==> src/rtl/module_result_bcd.sv <==
// Captures a divider quotient/remainder pair and converts both to 3-digit packed BCD
// with a sequential double-dabble engine. Optional feature macro: RESULT_ERRCODE_EN.
module module_result_bcd #(
  parameter int unsigned WIDTH = 8
) (
  input  logic             clk,
  input  logic             rst_n,
  input  logic             i_valid,
  input  logic             i_error,
  input  logic [WIDTH-1:0] i_quotient,
  input  logic [WIDTH-1:0] i_remainder,
  output logic [11:0]      o_q_bcd,
  output logic [11:0]      o_r_bcd,
  output logic             o_valid,
  output logic             o_error,
  output logic             o_busy
);

  localparam int unsigned SrW = 12 + WIDTH;

  typedef enum logic [1:0] {StIdle, StConv, StDone} state_e;

  state_e           state_q, state_d;
  logic [SrW-1:0]   q_sr_q, q_sr_d;
  logic [SrW-1:0]   r_sr_q, r_sr_d;
  logic [3:0]       cnt_q, cnt_d;
  logic             err_q, err_d;
  logic [11:0]      q_bcd_q, q_bcd_d;
  logic [11:0]      r_bcd_q, r_bcd_d;
  logic             valid_q, valid_d;
  logic             error_q, error_d;

  // Add 3 to every nibble >= 5 ahead of the shift so digits carry correctly.
  function automatic logic [11:0] dabble_adj(input logic [11:0] b);
    logic [11:0] r;
    r = b;
    for (int i = 0; i < 3; i++) begin
      if (r[4*i +: 4] >= 4'd5) r[4*i +: 4] = r[4*i +: 4] + 4'd3;
    end
    return r;
  endfunction

  function automatic logic [SrW-1:0] dabble_step(input logic [SrW-1:0] sr);
    logic [SrW-1:0] t;
    t = {dabble_adj(sr[SrW-1 -: 12]), sr[WIDTH-1:0]};
    return {t[SrW-2:0], 1'b0};
  endfunction

  always_comb begin
    state_d = state_q;
    q_sr_d  = q_sr_q;
    r_sr_d  = r_sr_q;
    cnt_d   = cnt_q;
    err_d   = err_q;
    q_bcd_d = q_bcd_q;
    r_bcd_d = r_bcd_q;
    valid_d = 1'b0;
    error_d = error_q;
    unique case (state_q)
      StIdle: begin
        if (i_valid) begin
          q_sr_d  = {12'h000, i_quotient};
          r_sr_d  = {12'h000, i_remainder};
          cnt_d   = 4'(WIDTH);
          err_d   = i_error;
`ifdef RESULT_ERRCODE_EN
          state_d = i_error ? StDone : StConv;
`else
          state_d = StConv;
`endif
        end
      end
      StConv: begin
        q_sr_d = dabble_step(q_sr_q);
        r_sr_d = dabble_step(r_sr_q);
        cnt_d  = cnt_q - 4'd1;
        if (cnt_q == 4'd1) state_d = StDone;
      end
      StDone: begin
        q_bcd_d = q_sr_q[SrW-1 -: 12];
        r_bcd_d = r_sr_q[SrW-1 -: 12];
`ifdef RESULT_ERRCODE_EN
        if (err_q) begin
          q_bcd_d = 12'hEEE;
          r_bcd_d = 12'hEEE;
        end
`endif
        error_d = err_q;
        valid_d = 1'b1;
        state_d = StIdle;
      end
      default: state_d = StIdle;
    endcase
  end

  always_ff @(posedge clk or negedge rst_n) begin
    if (!rst_n) begin
      state_q <= StIdle;
      q_sr_q  <= '0;
      r_sr_q  <= '0;
      cnt_q   <= '0;
      err_q   <= 1'b0;
      q_bcd_q <= '0;
      r_bcd_q <= '0;
      valid_q <= 1'b0;
      error_q <= 1'b0;
    end else begin
      state_q <= state_d;
      q_sr_q  <= q_sr_d;
      r_sr_q  <= r_sr_d;
      cnt_q   <= cnt_d;
      err_q   <= err_d;
      q_bcd_q <= q_bcd_d;
      r_bcd_q <= r_bcd_d;
      valid_q <= valid_d;
      error_q <= error_d;
    end
  end

  assign o_q_bcd = q_bcd_q;
  assign o_r_bcd = r_bcd_q;
  assign o_valid = valid_q;
  assign o_error = error_q;
  assign o_busy  = (state_q != StIdle);

endmodule
==> config.mk <==
export PLATFORM = sky130hd
export DESIGN_NAME = module_result_bcd
export DESIGN_NICKNAME = d
export VERILOG_FILES = /design/src/rtl/module_result_bcd.sv
export SDC_FILE = /design/constraint.sdc
export NUM_CORES = 1
export LEC_CHECK = 0
export CORE_MARGIN = 3
export CORE_UTILIZATION = 56
export CTS_CLUSTER_DIAMETER = 40
export DETAILED_ROUTE_END_ITERATION = 12
export DONT_BUFFER_PORTS = 1
export PLACE_DENSITY = 0.74
export SLEW_MARGIN = 20
export SYNTH_ARGS = -nofsm -noshare
export SYNTH_HDL_FRONTEND = slang
export SYNTH_SLANG_ARGS = --single-unit
==> constraint.sdc <==
create_clock -name clk -period 1.5 [get_ports clk]
set_input_delay 0 -clock clk [delete_from_list [all_inputs] [get_ports clk]]
set_output_delay 0 -clock clk [all_outputs]
set_load 0.02 [all_outputs]
==> Word-level counts from Yosys, hierarchy flattened <==
Index checks and enable logic that the tools add are counted.
{ "totals": {"latchBits": 0, "mem_bits_ro": 0, "reg_bits": 73, "n_memories": 0, "input_bits": 20, "output_inout_bits": 27, "mem_bits_rw": 0} }
{ "classes": {"reduce_logical": 6, "magnitude_cmp": 6, "muxes": 16, "bitwise_logic": 0, "div": 0, "eq_ne": 5, "add_sub_neg": 7, "n_shift": 0, "multipliers": 0} }
{ "ops": {"columns": ["op", "n"], "rows": [
  ["$pmux 20 s2", 2],
  ["$mux 20", 2],
  ["$ge 4x3->1 const B", 6],
  ["$mux 4", 5],
  ["$add 4x2->4 const B", 4],
  ["$pmux 4 s2", 1],
  ["$add 3x2->3 const B", 2],
  ["$mux 3", 2],
  ["$reduce_and 2->1", 3],
  ["$eq 4x1->1 const B", 1],
  ["$mux 2", 2],
  ["$ne 2x2->1 const B", 2],
  ["$pmux 2 s2", 1],
  ["$reduce_bool 2->1", 2],
  ["$sub 4x1->4 const B", 1],
  ["$eq 2x1->1 const B", 1],
  ["$eq 2x2->1 const B", 1],
  ["$logic_not 2->1", 1],
  ["$mux 1", 1]
]} }

==> Logic depth before layout (Yosys ltp) <==
Gate-level depths: netlist of run 1.
{ "logic_depth": {"depth_word": 3, "ltp_mapped": 6, "mapped_depth_nobuf": 6} }

==> Least setup slack after synthesis of run 1 <==
OpenSTA, ideal clock, no wires.
{ "synth_timing": {"path_type": "register -> register", "start": "register q_sr_q[12]", "end": "register q_sr_q[14]", "required_time_ps": 1424, "period_less_slack_ps": 1492, "slack_ps": 8, "n_path_buf": 0, "arrival_time_ps": 1416, "setup_ps": 76, "stages_incl_launch_ff": 7, "path_cell_list": "dfrtp_1 > inv_1 > ha_1 > nand2b_1 > a21oi_1 > mux2_2 > o21ai_1"} }
{ "synth_via": {"elab_chain_len": 3, "word_cells_on_any_way": 4, "cone_classes": "1 x add/sub; 1 x order compare; 2 x mux"} }
{ "synth_lines": {"columns": ["element", "line_no", "source"], "rows": [
  ["start, declared", "24", "logic [SrW-1:0] q_sr_q, q_sr_d;"],
  ["start signal, assigned", "109", "q_sr_q <= q_sr_d;"],
  ["$add 4x2->4 / $ge 4x3->1 (equally long branches)", "38", "if (r[4*i +: 4] >= 4'd5) r[4*i +: 4] = r[4*i +: 4] + 4'd3;"],
  ["$mux 4 (*)", "38", null],
  ["$pmux 20 s2 (*)", "59", "unique case (state_q)"]
]} }
Mark *: on every way between the ends. The rest lies on a longest branch, timed or not.
A chain may end at the register's enable or synchronous reset.

==> Worst setup path in the final report of run 1 <==
{ "layout_timing": {"start": "register q_sr_q[9]", "end": "register q_sr_q[10]"} }
Same word-level chain as after synthesis.

==> metrics.md, run 1 <==
| Metric | Value |
|---|---|
| Final Cycle Share | approximately 99% |
| CTS root buf | clkbuf_8 |
| DR WL/cell | between 15 and 20 microns |
| Slew HR | between 70 and 80% |
| CTS tree | yes |
| Maximum VDD drop | slightly above 0.001 V |
| Status | finished with violations |
| DR vias/cell | between 5 and 6 |
| Die height | approximately 82 microns |
| Clock skew | ~8.7 ps |
| Post-DP HPWL | 4.05 mm |
| Seq/Total Area, Yosys | 55.9% |
| Final Max Tran Viols | 0 |
| DR pass1 iterations | 4 |
| Num rows | 27 |
| Hold Violations, Final | 73 |
| Cell count after placement | approximately 370 |
| Mapped Cells | between 200 and 300 |
| Routed WL | 6.68 mm |
| Buffers on Ports | 0 |
| Post-synth ARST share | between 90% and 100% |
| Fillers | 388 |
| DR iter-0 viols | 107 |
| Crit start category | register |
| MaxCap Viol Count | 0 |
| CTS Buf Count | 9 |
| Die Wd | 82.4 microns |
| Clock power share | between 10% and 20% |
| Largest net degree at the start of global routing | 74 |
| Register Area | between 0.0015 and 0.002 sq mm |
| Data required, critical path | about 1800 ps |
| Post-Layout Cell Count | roughly 410 |
| Worst-Margin Slew | ~340 ps |
| Share of power burned in combinational logic | 40.4% |
| Placed cell area | approximately 0.0034 sq mm |
| EDFF count, synth | 0 |
| Reg-to-reg slack, setup | between 10 and 15 ps |
| Cell Pwr Density | approximately 2300 mW/mm^2 |
| First-pass GRT wire length | approximately 11 mm |
| Switching Share | 39.3% |
| Synthesized area per cell | 11.1 sq um |
| Synthesized area | approximately 0.0033 sq mm |
| Area grow syn2layout | 22.1% |
| Top post-synthesis cells by area | dfrtp_1 56%, nand2_1 6.2%, ha_1 5.4% |
| Post-synth cell types | 33 |
| Sequential power share | ~41% |
| Sw Pwr | 3.60 mW |
| Drt drc | 0 |
| Post-route ant nets | 0 |
| Failing checks | hold timing |
| Worst reg-to-reg path cell count | 6 |
| Clock Tree Buf Depth | 2 |
| Worst-path fanout max | 5 |
| R2r startpoint | q_sr_q[9] |
| Hold-fix buffers, CTS | 17 |
| Synth Register Bits | 73 |
| GRT overflow | 0 |
| Starting Density | 58.6% |
| DP Worst Slack | -32.0 ps |
| RR Endpoint | q_sr_q[10] |
| Synth Net Count | ~330 |
| Global-route usage over all layers | between 20% and 30% |
| Sinks on the clock net | 73 |
| Min cycle time layout | around 1500 ps |
| Gp weighted congestion | ~0.77 |
| Diode count | 0 |
| CTS H-tree depth | 3 |
| Worst min path class | in2async |
| Multi-input logic area | between 0.001 and 0.0015 sq mm |
| Final instance area | between 0.003 and 0.004 sq mm |
| Final worst slack | 10.6 ps |
| Post-synth top area share | around 56% |
| P_leak | roughly 1.9 nW |
| Vias in the first global route | 2350 |
| Top_reg_cell synth | dfrtp_1 |
| DIE AREA | 0.00678 sq mm |
| CP arrival | 1760 ps |
| Core Footprint | approximately 0.0056 sq mm |
| WS Path Type | reg2reg |
| Warnings from Yosys | 0 |
| Share of cells above drive strength 1 | approximately 23% |
| Final Setup Violations | 0 |
| Initial antenna violation count | 0 |
| Max Fclk | about 0.67 GHz |
| Internal | about 5.6 mW |
| Cell taking the most area after synthesis | dfrtp_1 |
| Unrepaired setup endpoints after global routing | yes |
| I/O pins | between 40 and 50 |
| CP endpoint kind | register |
| Clock transition at the registers of the reported paths | 80 ps |
| Final Net Count | 369 |
| Routed vias | ~2300 |
| Final hold slack | -661 ps |
| Clock Latency Late Sink | around 350 ps |
power by group through the flow:
stage	sequential, mW	combinational [mW]	clock (mW)
3_5_place_dp	3.76	3.22	0
4_1_cts	3.75	3.36	1.72
5_1_grt	3.89	4.16	1.83
2_1_floorplan	3.58	2.44	0
6_report	3.77	3.70	1.69
3_3_place_gp	3.73	3.08	0
sequential cells by signal (all words and copies together) (netlist names):
name	cells
o_r_bcd	12
o_q_bcd	12
r_sr_q	20
o_valid	1
o_error	1
err_q	1
q_sr_q	20
state_q	2
cnt_q	4
cell usage after synthesis, types with 4 or more instances:
cell,n
dfrtp_1,73
nand2_1,54
o21ai_0,16
inv_1,15
a22oi_1,14
ha_1,14
mux2_1,13
buf_2,10
nand2b_1,8
o31ai_1,8
o21ai_1,7
a21oi_1,6
a32o_1,6
o22ai_1,6
xnor2_1,6
buf_4,4
nand3_1,4
o32ai_1,4
xor2_1,4
cell families after synthesis:
family,Yosys count,share of synthesized area [%]
and+or+nand+nor,75,10.3
DFF,73,55.9
AOI/OAI and AO/OA,72,14.8
buffers and inverters,32,4.52
muxes,19,6.44
adders and majority gates,14,5.36
xor gates and xnor gates,10,2.68
worst max-delay path: stages, from the launching register on:
cell and delay (ps):
dfrtp_1 380, inv_2 90, ha_1 200, nand2b_4 150, a21oi_4 170, mux2_4 320, o21ai_2 110
how the worst max path moves through the flow:
stage,from,to,slack [ps],cells after the start
2_1_floorplan,q_sr_q[12],q_sr_q[14],8,6
3_3_place_gp,r_sr_q[9],r_sr_q[10],7,6
3_5_place_dp,q_sr_q[13],q_sr_q[14],-30,6
4_1_cts,r_sr_q[17],r_sr_q[18],8,6
5_1_grt,q_sr_q[9],q_sr_q[10],-30,6
6_report,q_sr_q[9],q_sr_q[10],10,6
placed cells by master (no fill, tap or decap), drive strengths merged:
| cell type | count |
|---|---|
| bufinv | 2 |
| or2 | 1 |
| a22oi | 14 |
| ha | 14 |
| mux2 | 16 |
| nand2b | 8 |
| nor3b | 2 |
| nor2 | 1 |
| o31ai | 8 |
| a21oi | 6 |
| buf | 29 |
| or3b | 1 |
| a22o | 3 |
| xor2 | 4 |
| dlygate4sd3 | 17 |
| nand2 | 55 |
| mux2i | 3 |
| and2 | 1 |
| a31oi | 1 |
| xnor2 | 6 |
| clkinv | 4 |
| nor2b | 1 |
| o22ai | 6 |
| o32ai | 4 |
| nor3 | 1 |
| dfrtp | 73 |
| clkinvlp | 1 |
| o21ai | 23 |
| inv | 15 |
| a211oi | 1 |
| a32o | 6 |
| nand3 | 4 |
| clkbuf | 9 |
layer usage:
metal	vias up	routed length [microns]	share of wire, %	GRT usage (%)
met1	1149	2920	44	26.4
met3	11	338	5.1	4.88
met2	49	3320	50	35.7
met4	0	107	1.6	11.0
met5	-	0	0	0
li1	1110	-	-	-
metrics by stage:
step	hold slack, ps	power [mW]	setup TNS, ps	util, %
6_report	-661	9.16	0	71.6
5_1_grt	-682	9.88	-63.0	71.6
4_1_cts	-678	8.83	0	69.5
3_5_place_dp	-294	6.98	-117	61.9
3_3_place_gp	-294	6.80	0	61.9
2_1_floorplan	-296	6.02	0	-
cell type report:
class,count,area share [%]
clock buffer,9,3.11
clock inverter,7,2.38
inverter,15,1.41
multi-input combinational,190,35.0
sequential,73,45.8
tap,72,2.26
timing repair buffer,46,10.0
timing repair:
| item | in CTS | in global routing |
|---|---|---|
| setup endpoints to repair | 10 | 27 |
| buffers inserted | 3 | 4 |
| pin swaps | 2 | 7 |
| endpoints found under the hold margin | 90 | 73 |
| gates resized for setup | 5 | 26 |
(Power assumes the default switching activity.)
==> run 2, diff against run 1 <==
- ABC_CLOCK_PERIOD_IN_PS: not set -> 1500
- CORE_ASPECT_RATIO: not set -> 1.25
==> metrics.md, run 2 (same netlist as run 1, synthesis figures left out) <==
| Metric | Value |
|---|---|
| Maximum VDD drop | 0.00115 V |
| Gp weighted congestion | roughly 0.74 |
| Core Footprint | between 0.005 and 0.006 sq mm |
| First-pass GRT wire length | between 10 and 15 mm |
| Num rows | 30 |
| Sequential power share | 43.7% |
| Area grow syn2layout | 18.5% |
| Worst-Margin Slew | around 270 ps |
| DR pass1 iterations | 4 |
| Initial antenna violation count | 0 |
| Post-DP HPWL | around 4 mm |
| Hold-fix buffers, CTS | 17 |
| Clock transition at the registers of the reported paths | around 80 ps |
| Cell count after placement | 367 |
| Worst-path fanout max | 3 |
| I/O pins | 47 |
| Clock Latency Late Sink | around 340 ps |
| Largest net degree at the start of global routing | 74 |
| MaxCap Viol Count | 0 |
| Reg-to-reg slack, setup | between 60 and 70 ps |
| Slew HR | between 80% and 90% |
| Final worst slack | a little under 70 ps |
| Final Max Tran Viols | 0 |
| Sinks on the clock net | between 70 and 80 |
| Largest regs | q_sr_q (20), r_sr_q (20) |
| Cell Pwr Density | roughly 2200 mW/mm^2 |
| Max Fclk | 0.698 GHz |
| DR iter-0 viols | 95 |
| DIE AREA | a little under 0.007 sq mm |
| DR WL/cell | 15.3 microns |
| Die Wd | about 74 microns |
| CTS Buf Count | 9 |
| CP arrival | 1710 ps |
| Global-route usage over all layers | slightly below 20% |
| CTS H-tree depth | 3 |
| Share of power burned in combinational logic | 40.7% |
| Post-Route Setup TNS | 0 ps |
| Routed vias | 2275 |
| Unrepaired setup endpoints after global routing | no |
| Sw Pwr | between 3 and 4 mW |
| Placed cell area | approximately 0.0035 sq mm |
| CTS tree | yes |
| Routed WL | 6.20 mm |
| Starting Density | approximately three fifths |
| Most frequent cells in the layout | 73 x dfrtp_1, 54 x nand2_1, 28 x buf_4 |
| Failing checks | hold timing |
| Crit start category | register |
| DP Worst Slack | -29.0 ps |
| CTS root buf | clkbuf_8 |
| GRT overflow | 0 |
| Final Total Pwr | approximately 8.6 mW |
| P_leak | approximately 1.9 nW |
| Drt drc | 0 |
| Clock skew | 8.76 ps |
| Vias in the first global route | between 2000 and 2500 |
| Worst min path class | in2async |
| Clock power share | between 10% and 20% |
| Post-Layout Cell Count | approximately 400 |
| CP endpoint kind | register |
| Most common cell after layout, fill and taps aside | dfrtp_1 |
| Status | finished with violations |
| Final Setup Violations | 0 |
| Hold Violations, Final | 73 |
| Final instance area | slightly below 0.004 sq mm |
| Buffers on Ports | 0 |
| Switching Share | approximately two fifths |
| Clock Tree Buf Depth | 2 |
| Diode count | 0 |
| Share of cells above drive strength 1 | approximately a fifth |
| Die height | 91.4 microns |
| Post-route ant nets | 0 |
| Internal | 5.11 mW |
| Min cycle time layout | 1430 ps |
| Final Net Count | 369 |
| Final hold slack | -658 ps |
| Final Cycle Share | a little over nine tenths |
| R2r startpoint | r_sr_q[12] |
| RR Endpoint | r_sr_q[14] |
| Fillers | 403 |
| DR vias/cell | between 5 and 6 |
| Worst reg-to-reg path cell count | 5 |
| Data required, critical path | 1770 ps |
| WS Path Type | reg2reg |
run 2: metrics by stage:
step	util, %	hold slack (ps)
after floorplan	-	-296
after global routing	69.7	-682
final	69.7	-658
after CTS	68.6	-676
after global placement	62.3	-294
after detailed placement	62.3	-294
run 2: layer usage:
metal | track usage [%] | part of all wire [%] | vias up
met5 | 0 | 0 | -
met4 | 8.01 | 1.2 | 0
met3 | 4.98 | 5.1 | 8
met2 | 33.1 | 50 | 47
met1 | 23.6 | 44 | 1114
li1 | - | - | 1106
run 2: power groups by stage:
stage               registers, mW  logic, mW  clock network (mW)
floorplan                    3.58       2.44                   0
global placement             3.71       3.15                   0
detailed placement           3.74       3.28                   0
CTS                          3.72       3.34                1.37
global route                 3.86       3.90                1.47
finish                       3.74       3.48                1.34
run 2: repair_timing:
item,in CTS,in global routing
endpoints found under the setup margin,3,11
hold endpoints to repair,90,73
resized for setup,2,11
buffers inserted,0,4
pin swaps,0,5
run 2: layout make-up:
cell class	count	area, sq um	area share (%)
timing repair buffer	46	400	10.3
inverter	15	56.3	1.45
clock inverter	7	47.5	1.23
multi-input combinational	190	1340	34.5
sequential	73	1830	47.2
tap	64	80.1	2.07
clock buffer	9	124	3.20
run 2: how the worst max path moves through the flow:
stage	startpoint	endpoint	slack, ps	cells past startpoint
floorplan	q_sr_q[12]	q_sr_q[14]	8	6
global placement	r_sr_q[9]	r_sr_q[10]	80	6
detailed placement	r_sr_q[9]	r_sr_q[10]	-30	6
CTS	q_sr_q[13]	q_sr_q[14]	6	6
global route	r_sr_q[12]	r_sr_q[14]	4	5
finish	r_sr_q[12]	r_sr_q[14]	70	5
run 2: worst max-delay path, cell delays in order, from the launching register on:
cell and delay (ps):
dfrtp_1 400, ha_1 200, nand2b_1 150, a21oi_2 150, mux2_2 360, o21ai_2 110
